$ cat config.mk
export PLATFORM = sky130hd
export DESIGN_NAME = data_mem_arbiter_flat
export DESIGN_NICKNAME = d
export VERILOG_FILES = /design/src/rtl/data_mem_arbiter_if.sv /design/src/rtl/data_mem_arbiter.sv /design/src/flat_wrapper.sv
export SDC_FILE = /design/constraint.sdc
export NUM_CORES = 1
export LEC_CHECK = 0
export ABC_AREA = 1
export CAP_MARGIN = 30
export CORE_UTILIZATION = 46
export CTS_CLUSTER_DIAMETER = 100
export DETAILED_ROUTE_END_ITERATION = 6
export PLACE_DENSITY = 0.84
export SYNTH_ARGS = -nofsm -noshare
export SYNTH_HDL_FRONTEND = slang
export SYNTH_SLANG_ARGS = --single-unit
$ cat constraint.sdc
create_clock -name clk -period 6.4 [get_ports clk]
set_clock_uncertainty 0.1 [all_clocks]
set_input_delay 1.92 -clock clk [delete_from_list [all_inputs] [get_ports clk]]
set_output_delay 1.92 -clock clk [all_outputs]
set_load 0.1 [all_outputs]
$ cat src/rtl/data_mem_arbiter_if.sv
// data_mem_arbiter_if: consumer-side and memory-side buses of the data memory arbiter
interface data_mem_arbiter_if #(
  parameter int ADDR_BITS = 8,
  parameter int DATA_BITS = 8,
  parameter int NUM_CONSUMERS = 4
);
  logic [NUM_CONSUMERS-1:0] consumer_read_valid;
  logic [ADDR_BITS-1:0]     consumer_read_address [NUM_CONSUMERS];
  logic [NUM_CONSUMERS-1:0] consumer_read_ready;
  logic [DATA_BITS-1:0]     consumer_read_data [NUM_CONSUMERS];
  logic [NUM_CONSUMERS-1:0] consumer_write_valid;
  logic [ADDR_BITS-1:0]     consumer_write_address [NUM_CONSUMERS];
  logic [DATA_BITS-1:0]     consumer_write_data [NUM_CONSUMERS];
  logic [NUM_CONSUMERS-1:0] consumer_write_ready;
  logic                     mem_read_valid;
  logic [ADDR_BITS-1:0]     mem_read_address;
  logic                     mem_read_ready;
  logic [DATA_BITS-1:0]     mem_read_data;
  logic                     mem_write_valid;
  logic [ADDR_BITS-1:0]     mem_write_address;
  logic [DATA_BITS-1:0]     mem_write_data;
  logic                     mem_write_ready;
  modport master (
    input  consumer_read_valid, consumer_read_address, consumer_write_valid,
           consumer_write_address, consumer_write_data, mem_read_ready,
           mem_read_data, mem_write_ready,
    output consumer_read_ready, consumer_read_data, consumer_write_ready,
           mem_read_valid, mem_read_address, mem_write_valid,
           mem_write_address, mem_write_data
  );
  modport slave (
    output consumer_read_valid, consumer_read_address, consumer_write_valid,
           consumer_write_address, consumer_write_data, mem_read_ready,
           mem_read_data, mem_write_ready,
    input  consumer_read_ready, consumer_read_data, consumer_write_ready,
           mem_read_valid, mem_read_address, mem_write_valid,
           mem_write_address, mem_write_data
  );
endinterface

$ cat src/rtl/data_mem_arbiter.sv
// data_mem_arbiter: round-robin sharing of one data-memory port among load/store channels
module data_mem_arbiter #(
  parameter int ADDR_BITS = 8,
  parameter int DATA_BITS = 8,
  parameter int NUM_CONSUMERS = 4
) (
  input logic clk,
  input logic reset,
  data_mem_arbiter_if.master bus
);
  localparam int PW = $clog2(NUM_CONSUMERS);
  typedef enum logic [1:0] {IDLE, READ_WAIT, WRITE_WAIT, RELAY} state_t;
  state_t state, state_n;
  logic [PW-1:0] rr_ptr, grant, pick, cand, rr_next;
  logic [NUM_CONSUMERS-1:0] req;
  logic found, is_read, done;
  int j;
  assign req = bus.consumer_read_valid | bus.consumer_write_valid;
  assign rr_next = (grant == PW'(NUM_CONSUMERS - 1)) ? '0 : grant + PW'(1);
  assign done = is_read ? !bus.consumer_read_valid[grant] : !bus.consumer_write_valid[grant];
  always_comb begin
    found = 1'b0;
    pick = rr_ptr;
    cand = rr_ptr;
    j = 0;
    for (int k = 0; k < NUM_CONSUMERS; k++) begin
      j = int'(rr_ptr) + k;
      j = (j >= NUM_CONSUMERS) ? j - NUM_CONSUMERS : j;
      cand = PW'(j);
      if (!found && req[cand]) begin
        found = 1'b1;
        pick = cand;
      end
    end
  end
  always_comb begin
    state_n = state;
    case (state)
      IDLE:       state_n = !found ? IDLE : bus.consumer_read_valid[pick] ? READ_WAIT : WRITE_WAIT;
      READ_WAIT:  state_n = bus.mem_read_ready ? RELAY : READ_WAIT;
      WRITE_WAIT: state_n = bus.mem_write_ready ? RELAY : WRITE_WAIT;
      default:    state_n = done ? IDLE : RELAY;
    endcase
  end
  always_ff @(posedge clk) begin
    if (reset) begin
      state <= IDLE;
      rr_ptr <= '0;
      grant <= '0;
      is_read <= 1'b0;
      bus.mem_read_valid <= 1'b0;
      bus.mem_read_address <= '0;
      bus.mem_write_valid <= 1'b0;
      bus.mem_write_address <= '0;
      bus.mem_write_data <= '0;
      bus.consumer_read_ready <= '0;
      bus.consumer_write_ready <= '0;
      for (int i = 0; i < NUM_CONSUMERS; i++) bus.consumer_read_data[i] <= '0;
    end else begin
      state <= state_n;
      case (state)
        IDLE: if (found) begin
          grant <= pick;
          is_read <= bus.consumer_read_valid[pick];
          if (bus.consumer_read_valid[pick]) begin
            bus.mem_read_valid <= 1'b1;
            bus.mem_read_address <= bus.consumer_read_address[pick];
          end else begin
            bus.mem_write_valid <= 1'b1;
            bus.mem_write_address <= bus.consumer_write_address[pick];
            bus.mem_write_data <= bus.consumer_write_data[pick];
          end
        end
        READ_WAIT: if (bus.mem_read_ready) begin
          bus.consumer_read_data[grant] <= bus.mem_read_data;
          bus.consumer_read_ready[grant] <= 1'b1;
          bus.mem_read_valid <= 1'b0;
        end
        WRITE_WAIT: if (bus.mem_write_ready) begin
          bus.consumer_write_ready[grant] <= 1'b1;
          bus.mem_write_valid <= 1'b0;
        end
        default: if (done) begin
          bus.consumer_read_ready <= '0;
          bus.consumer_write_ready <= '0;
          rr_ptr <= rr_next;
        end
      endcase
    end
  end
endmodule

$ cat src/flat_wrapper.sv
// flat-port wrapper written by rule: the top's interface ports become plain ports
module data_mem_arbiter_flat 
#(
  parameter int ADDR_BITS = 8,
  parameter int DATA_BITS = 8,
  parameter int NUM_CONSUMERS = 4
)
  (clk, reset, bus_consumer_read_valid, bus_consumer_read_address, bus_consumer_write_valid, bus_consumer_write_address, bus_consumer_write_data, bus_mem_read_ready, bus_mem_read_data, bus_mem_write_ready, bus_consumer_read_ready, bus_consumer_read_data, bus_consumer_write_ready, bus_mem_read_valid, bus_mem_read_address, bus_mem_write_valid, bus_mem_write_address, bus_mem_write_data);
  data_mem_arbiter_if #(.ADDR_BITS(ADDR_BITS), .DATA_BITS(DATA_BITS), .NUM_CONSUMERS(NUM_CONSUMERS)) bus_i ();
  input logic clk;
  input logic reset;
  input wire logic [$bits(bus_i.consumer_read_valid)-1:0] bus_consumer_read_valid;
  input wire logic [$bits(bus_i.consumer_read_address)-1:0] bus_consumer_read_address;
  input wire logic [$bits(bus_i.consumer_write_valid)-1:0] bus_consumer_write_valid;
  input wire logic [$bits(bus_i.consumer_write_address)-1:0] bus_consumer_write_address;
  input wire logic [$bits(bus_i.consumer_write_data)-1:0] bus_consumer_write_data;
  input wire logic [$bits(bus_i.mem_read_ready)-1:0] bus_mem_read_ready;
  input wire logic [$bits(bus_i.mem_read_data)-1:0] bus_mem_read_data;
  input wire logic [$bits(bus_i.mem_write_ready)-1:0] bus_mem_write_ready;
  output wire logic [$bits(bus_i.consumer_read_ready)-1:0] bus_consumer_read_ready;
  output wire logic [$bits(bus_i.consumer_read_data)-1:0] bus_consumer_read_data;
  output wire logic [$bits(bus_i.consumer_write_ready)-1:0] bus_consumer_write_ready;
  output wire logic [$bits(bus_i.mem_read_valid)-1:0] bus_mem_read_valid;
  output wire logic [$bits(bus_i.mem_read_address)-1:0] bus_mem_read_address;
  output wire logic [$bits(bus_i.mem_write_valid)-1:0] bus_mem_write_valid;
  output wire logic [$bits(bus_i.mem_write_address)-1:0] bus_mem_write_address;
  output wire logic [$bits(bus_i.mem_write_data)-1:0] bus_mem_write_data;
  assign bus_i.consumer_read_valid = bus_consumer_read_valid;
  assign bus_i.consumer_read_address = {>>{bus_consumer_read_address}};
  assign bus_i.consumer_write_valid = bus_consumer_write_valid;
  assign bus_i.consumer_write_address = {>>{bus_consumer_write_address}};
  assign bus_i.consumer_write_data = {>>{bus_consumer_write_data}};
  assign bus_i.mem_read_ready = bus_mem_read_ready;
  assign bus_i.mem_read_data = bus_mem_read_data;
  assign bus_i.mem_write_ready = bus_mem_write_ready;
  assign bus_consumer_read_ready = bus_i.consumer_read_ready;
  assign bus_consumer_read_data = {>>{bus_i.consumer_read_data}};
  assign bus_consumer_write_ready = bus_i.consumer_write_ready;
  assign bus_mem_read_valid = bus_i.mem_read_valid;
  assign bus_mem_read_address = bus_i.mem_read_address;
  assign bus_mem_write_valid = bus_i.mem_write_valid;
  assign bus_mem_write_address = bus_i.mem_write_address;
  assign bus_mem_write_data = bus_i.mem_write_data;
  data_mem_arbiter #(.ADDR_BITS(ADDR_BITS), .DATA_BITS(DATA_BITS), .NUM_CONSUMERS(NUM_CONSUMERS)) u_core (.clk(clk), .reset(reset), .bus(bus_i));
endmodule
Yosys cells after proc, flatten, opt, wreduce, memory -nomap -nowiden
Index checks and enable logic that the tools add are counted.
{"block": "totals", "in_bits": 116, "regBits": 73, "output_inout_bits": 66, "word_cells": 142}
{"block": "op_classes", "reduce_logical": 27, "muxes": 61, "magnitude_cmp": 14, "eq_ne": 8, "n_bitwise": 9, "add_sub_neg": 8}
{"cell": "two-way mux 8 bit", "count": 7}
{"cell": "binary-select mux 8 bit (select 2 bit)", "count": 3}
{"cell": "bitwise mux 32 bit", "count": 1}
{"cell": "two-way mux 2 bit", "count": 13}
{"cell": "two-way mux 1 bit", "count": 20}
{"cell": "less-than comparator 2 x 3 -> 1 bit (second input constant)", "count": 6}
{"cell": "demux 8 bit (select 2 bit)", "count": 1}
{"cell": "case mux 4 bit (2 select lines)", "count": 2}
{"cell": "greater-or-equal comparator 3 bit (second input constant)", "count": 5}
{"cell": "binary-select mux 1 bit (select 2 bit)", "count": 7}
{"cell": "two-way mux 4 bit", "count": 3}
{"cell": "OR 4 bit", "count": 3}
{"cell": "AND reduction 3 bit", "count": 4}
{"cell": "AND reduction 4 bit", "count": 2}
{"cell": "nonzero test 2 bit", "count": 4}
{"cell": "subtractor 2 x 1 -> 2 bit (second input constant)", "count": 4}
{"cell": "adder 2 x 2 -> 3 bit (second input constant)", "count": 2}
{"cell": "!= test 2 bit (second input constant)", "count": 3}
{"cell": "NOT 2 -> 3 bit", "count": 2}
{"cell": "case mux 2 bit (3 select lines)", "count": 1}
{"cell": "AND reduction 2 bit", "count": 3}
{"cell": "logical AND 1 bit", "count": 5}
{"cell": "logical NOT 1 bit", "count": 5}
{"cell": "equality test 2 bit (second input constant)", "count": 2}
{"cell": "other kinds (13)", "count": 19}

Longest topological paths before layout
{"block": "depth", "ltp_word": 19, "depth_mapped": 19, "mapped_depth_nobuf": 18}

Least setup slack after synthesis
No wires, ideal clock.
{"block": "synth_path", "kind": "input port to flip-flop", "startpoint": "input port bus_consumer_write_valid[2]", "endpoint": "register u_core.bus.mem_write_data[7] (netlist name)", "arrival_ns": 3.408, "path_slack_ns": 2.774, "required_ns": 6.182, "path_stages": 14, "n_path_buf": 2, "setup_time_ns": 0.118, "cell_sequence": "nor2_1 > nand2_1 > nand3_1 > nand2_1 > nor2_8 > nand3_4 > nor2_1 > inv_1 > nand2_2 > buf_4 > buf_4 > a21oi_1 > nor3_1 > nor2_1"}
{"block": "synth_between", "elab_chain_len": 17, "elab_cells_between_ends": 31, "classes_between": "mux (21); bitwise (3); reduce/logical (7)"}
{"item": "start: declaration", "line": "flat_wrapper.sv:14", "rtl": "input wire logic [$bits(bus_i.consumer_write_valid)-1:0] bus_consumer_write_valid;"}
{"item": "OR 4 bit *", "line": "data_mem_arbiter.sv:18", "rtl": "assign req = bus.consumer_read_valid | bus.consumer_write_valid;"}
{"item": "binary-select mux 1 bit (select 2 bit)", "line": "data_mem_arbiter.sv:30", "rtl": "if (!found && req[cand]) begin"}
{"item": "two-way mux 1 bit (not written as such)", "line": "data_mem_arbiter.sv:30"}
{"item": "two-way mux 1 bit", "line": "data_mem_arbiter.sv:30"}
{"item": "logical NOT 1 bit", "line": "data_mem_arbiter.sv:30"}
{"item": "logical AND 1 bit", "line": "data_mem_arbiter.sv:30"}
{"item": "two-way mux 1 bit", "line": "data_mem_arbiter.sv:30"}
{"item": "logical NOT 1 bit", "line": "data_mem_arbiter.sv:30"}
{"item": "logical AND 1 bit", "line": "data_mem_arbiter.sv:30"}
{"item": "two-way mux 1 bit", "line": "data_mem_arbiter.sv:30"}
{"item": "logical NOT 1 bit", "line": "data_mem_arbiter.sv:30"}
{"item": "logical AND 1 bit", "line": "data_mem_arbiter.sv:30"}
{"item": "two-way mux 2 bit", "line": "data_mem_arbiter.sv:30"}
{"item": "binary-select mux 1 bit (select 2 bit) / NOT 2 -> 3 bit (equally long branches)", "line": "data_mem_arbiter.sv:65, data_mem_arbiter.sv:71"}
{"item": "two-way mux 1 bit (not written as such) / binary-select mux 8 bit (select 2 bit) (equally long branches)", "line": "data_mem_arbiter.sv:65, data_mem_arbiter.sv:71"}
{"item": "NOT 1 bit (no line) / two-way mux 8 bit (equally long branches)"}
{"item": "AND reduction 3 bit (no line) / two-way mux 8 bit (equally long branches)"}
{"item": "end signal: assignment", "line": "data_mem_arbiter.sv:71", "rtl": "bus.mem_write_data <= bus.consumer_write_data[pick];"}
{"item": "end: declaration", "line": "data_mem_arbiter_if.sv:29", "rtl": "mem_write_address, mem_write_data"}
Every way passes the cells marked *; elsewhere a longest branch is shown, timed or not. The select of a mux whose other input is x is not followed.
A chain may end at the register's enable or synchronous reset.

Worst setup path after layout
{"block": "layout_path", "startpoint": "input port bus_consumer_read_valid[1]", "endpoint": "register u_core.bus.mem_write_address[1] (netlist name)"}
{"block": "layout_between", "elab_chain_len": 17, "elab_cells_between_ends": 31, "classes_between": "mux (21); bitwise (3); reduce/logical (7)"}
{"item": "start: declaration", "line": "flat_wrapper.sv:12", "rtl": "input wire logic [$bits(bus_i.consumer_read_valid)-1:0] bus_consumer_read_valid;"}
{"item": "OR 4 bit", "line": "data_mem_arbiter.sv:18"}
{"item": "binary-select mux 1 bit (select 2 bit)", "line": "data_mem_arbiter.sv:30"}
{"item": "two-way mux 1 bit (not written as such)", "line": "data_mem_arbiter.sv:30"}
{"item": "two-way mux 1 bit", "line": "data_mem_arbiter.sv:30"}
{"item": "logical NOT 1 bit", "line": "data_mem_arbiter.sv:30"}
{"item": "logical AND 1 bit", "line": "data_mem_arbiter.sv:30"}
{"item": "two-way mux 1 bit", "line": "data_mem_arbiter.sv:30"}
{"item": "logical NOT 1 bit", "line": "data_mem_arbiter.sv:30"}
{"item": "logical AND 1 bit", "line": "data_mem_arbiter.sv:30"}
{"item": "two-way mux 1 bit", "line": "data_mem_arbiter.sv:30"}
{"item": "logical NOT 1 bit", "line": "data_mem_arbiter.sv:30"}
{"item": "logical AND 1 bit", "line": "data_mem_arbiter.sv:30"}
{"item": "two-way mux 2 bit", "line": "data_mem_arbiter.sv:30"}
{"item": "binary-select mux 1 bit (select 2 bit) / NOT 2 -> 3 bit (equally long branches)", "line": "data_mem_arbiter.sv:65, data_mem_arbiter.sv:70"}
{"item": "two-way mux 1 bit (not written as such) / binary-select mux 8 bit (select 2 bit) (equally long branches)", "line": "data_mem_arbiter.sv:65, data_mem_arbiter.sv:70"}
{"item": "NOT 1 bit (no line) / two-way mux 8 bit (equally long branches)"}
{"item": "AND reduction 3 bit (no line) / two-way mux 8 bit (equally long branches)"}
{"item": "end signal: assignment", "line": "data_mem_arbiter.sv:70", "rtl": "bus.mem_write_address <= bus.consumer_write_address[pick];"}
{"item": "end: declaration", "line": "data_mem_arbiter_if.sv:29"}
Several ways; a longest one is shown, not always the timed one. The select of a mux whose other input is x is not followed.

==> flow_summary.ini <==
[global_routing]
grt_pass1_wl_mm = 18.9
grt_max_degree = 52
grt_pass1_vias = 4185
antenna_found_initial = 0
globalRouteTotalUtil_pct = 26.0
overflow = 0

[detailed_routing]
drc = 0
drt_iter0_markers = 244
routed_wl_mm = 12.3
viasPerCell = 5.18
drt-pass1-iter-count = 5
final_antenna_net_count = 0
vias = 4681
avgRoutedWirePerCell_um = 13.6

[sta]
finalSetupViolCount = 0
relSlewSlack_pct = 31.5
period_needed_ns = 4.91
worst_slew_pin_slew_ns = 1.02
max_freq_ghz = 0.204
rsz0062_at_grt = false
fin_tns_setup_ns = 0
timing.final.hold_violations = 0
slew_violations = 0
period_share_pct = 76.7

[run]
max_cap_violations = 0

[outcome]
status = complete, no violations

[cts]
cts.sinks = 73
cts_root_buffer = clkbuf_8
clock_latency_ns = 0.34
cts_tree = yes
path_clk_slew_ns = 0.08
cts_max_path_buffers = 2
numCtsBuffers = 9
postCtsSetupBuffers = 0
h-tree-depth = 3
ctsHoldBuffers = 0
cts-resized-gates = 0

[layout]
fin_nets = 910
multiInputGateArea_um2 = 2260
drive_gt1_share_pct = 5.53
n_fill_cell = 735
syn2layout_area_growth_pct = 47.7
final_cell_mix = nand2_1, clkdlybuf4s50_1, nand3_1, dfxtp_1, a21oi_1
register_area_um2 = 1460
layout_commonest_cell = nand2_1
diodes = 0

[power_and_ir_drop]
internal-power_mw = 1.16
seqPwrFrac_pct = 23.5
vdd_drop_max_uv = 197
p_comb_share_pct = 64.1
power_switching_mw = 1.58
finalPower_mw = 2.74
power.density_nw_per_um2 = 453
cellLeakagePower_nw = 2.60
clkPwrFrac_pct = 12.4
power_switching_share_pct = 57.7

[setup_path]
critPathRequiredTime_ns = 6.57
crit_arrival_ns = 5.09
endpoint_kind = flip-flop
criticalPathCategory = primary input to flip-flop
path_max_fanout = 51
cp-start-kind = primary input

[placed_design]
portBuffers = 181
hpwlAfterDp_mm = 9.35
place_congestion = 0.848

[logic_synthesis]
syn_area_um2 = 4090
syn_nets = 755
yosys_register_bits = 73
syn_area_per_cell_um2 = 6.44
yosysUniqueCellTypes = 29
seq_area_frac_synth_pct = 35.7
synth_warnings = 0
postSynthCellCount = 635

[floorplan]
io_pins = 182
row_count = 34
start_util_pct = 47.1
die_w_um = 96.3
die_h_um = 96.3
dieArea_um2 = 9270
core_area_um2 = 8680

[hold_path]
min_path_type = flip-flop to flip-flop
-- synthesized netlist by cell type --
cell type,count,area [um2]
o21ai_1,10,50.1
nand4_1,1,6.26
buf_2,11,55.1
nand2_2,5,31.3
nand3_2,2,20.0
nor3_1,16,80.1
nand4_4,1,21.3
ha_1,4,50.1
a31oi_1,1,6.26
and2_1,1,6.26
o21ai_0,14,70.1
o22ai_1,3,18.8
nand2_1,198,743
inv_2,3,11.3
nand2_4,3,33.8
buf_4,6,45.0
buf_6,2,22.5
nor3_2,8,80.1
inv_4,1,6.26
nand3_1,91,455
a21oi_1,71,355
nor2_1,46,173
dfxtp_1,73,1460
inv_1,40,150
clkbuf_1,17,63.8
buf_1,3,11.3
nor2_8,1,20.0
o211ai_1,1,7.51
nand3_4,2,35.0
-- state kept, by name, summed over array words and instances (netlist names), 2 cells and up --
name                             flops
u_core.bus.consumer_read_data       32
u_core.bus.mem_read_address          8
u_core.bus.mem_write_address         8
u_core.bus.mem_write_data            8
u_core.bus.consumer_read_ready       4
u_core.bus.consumer_write_ready      4
u_core.grant                         2
u_core.rr_ptr                        2
u_core.state                         2
-- cells by family (layout without fill, tap and decap cells) --
kind of cell | Yosys count | after routing | share of synthesized area (%)
buffers and inverters | 83 | 243 | 8.93
DFF | 73 | 73 | 35.7
adders and majority gates | 4 | 4 | 1.22
and+or+nand+nor | 375 | 375 | 41.7
AOI/OAI and AO/OA | 100 | 100 | 12.4
-- per-stage QoR --
stage,utilization [%],cells,cell area [um2],setup slack [ns],hold WS (ns)
global route,69.6,903,6040,1.17,0.387
CTS,69.6,903,6040,1.50,0.366
finish,69.6,903,6040,1.49,0.365
global placement,67.5,887,5850,1.27,0.348
floorplan,-,635,4090,2.77,0.388
detailed placement,67.5,887,5850,1.14,0.353
-- power groups by stage --
stage / Sequential [mW] / Combinational (mW) / Clock, mW
global placement: 0.648 / 1.73 / 0
floorplan: 1.32 / 0.701 / 0
CTS: 0.643 / 1.75 / 0.345
detailed placement: 0.652 / 1.74 / 0
finish: 0.644 / 1.75 / 0.340
global route: 0.658 / 1.88 / 0.363
-- layout make-up --
type	count	area share, %
inverter	44	2.78
multi-input combinational	479	37.5
clock buffer	9	2.05
tap	108	2.24
timing repair buffer	183	30.2
sequential	73	24.2
clock inverter	7	1.04
-- per-layer routing --
layer	wire length [um]	global-route usage [%]
met4	288	8.46
met3	940	6.71
met2	5990	46.5
met1	5090	30.1
met5	0	0
-- critical path, cell delays in order --
cell,delay (ns)
clkdlybuf4s50_1,0.46
nor2_1,0.18
nand2_1,0.09
nand3_1,0.09
nand2_1,0.12
nor2_8,0.19
nand3_4,0.11
nand2_4,0.40
nand2_4,0.42
nand2_1,0.17
nand2_1,0.07
nand2_2,0.10
nand3_4,0.23
inv_2,0.27
o21ai_0,0.12
nor2_1,0.14
-- path summary, 6_finish.rpt --
kind	start	depth (start not counted)	endpoint	slack, ns
worst max-delay path	bus_consumer_read_valid[1]	16	u_core.bus.mem_write_address[1]	1.49
worst min-delay path	u_core.bus.mem_read_valid	2	u_core.bus.mem_read_valid	0.37
worst max register to register	u_core.rr_ptr[0]	16	u_core.bus.mem_write_address[1]	3.00
worst min register to register	u_core.bus.mem_read_valid	2	u_core.bus.mem_read_valid	0.37
Note: power is estimated with default switching activity, not from simulation.
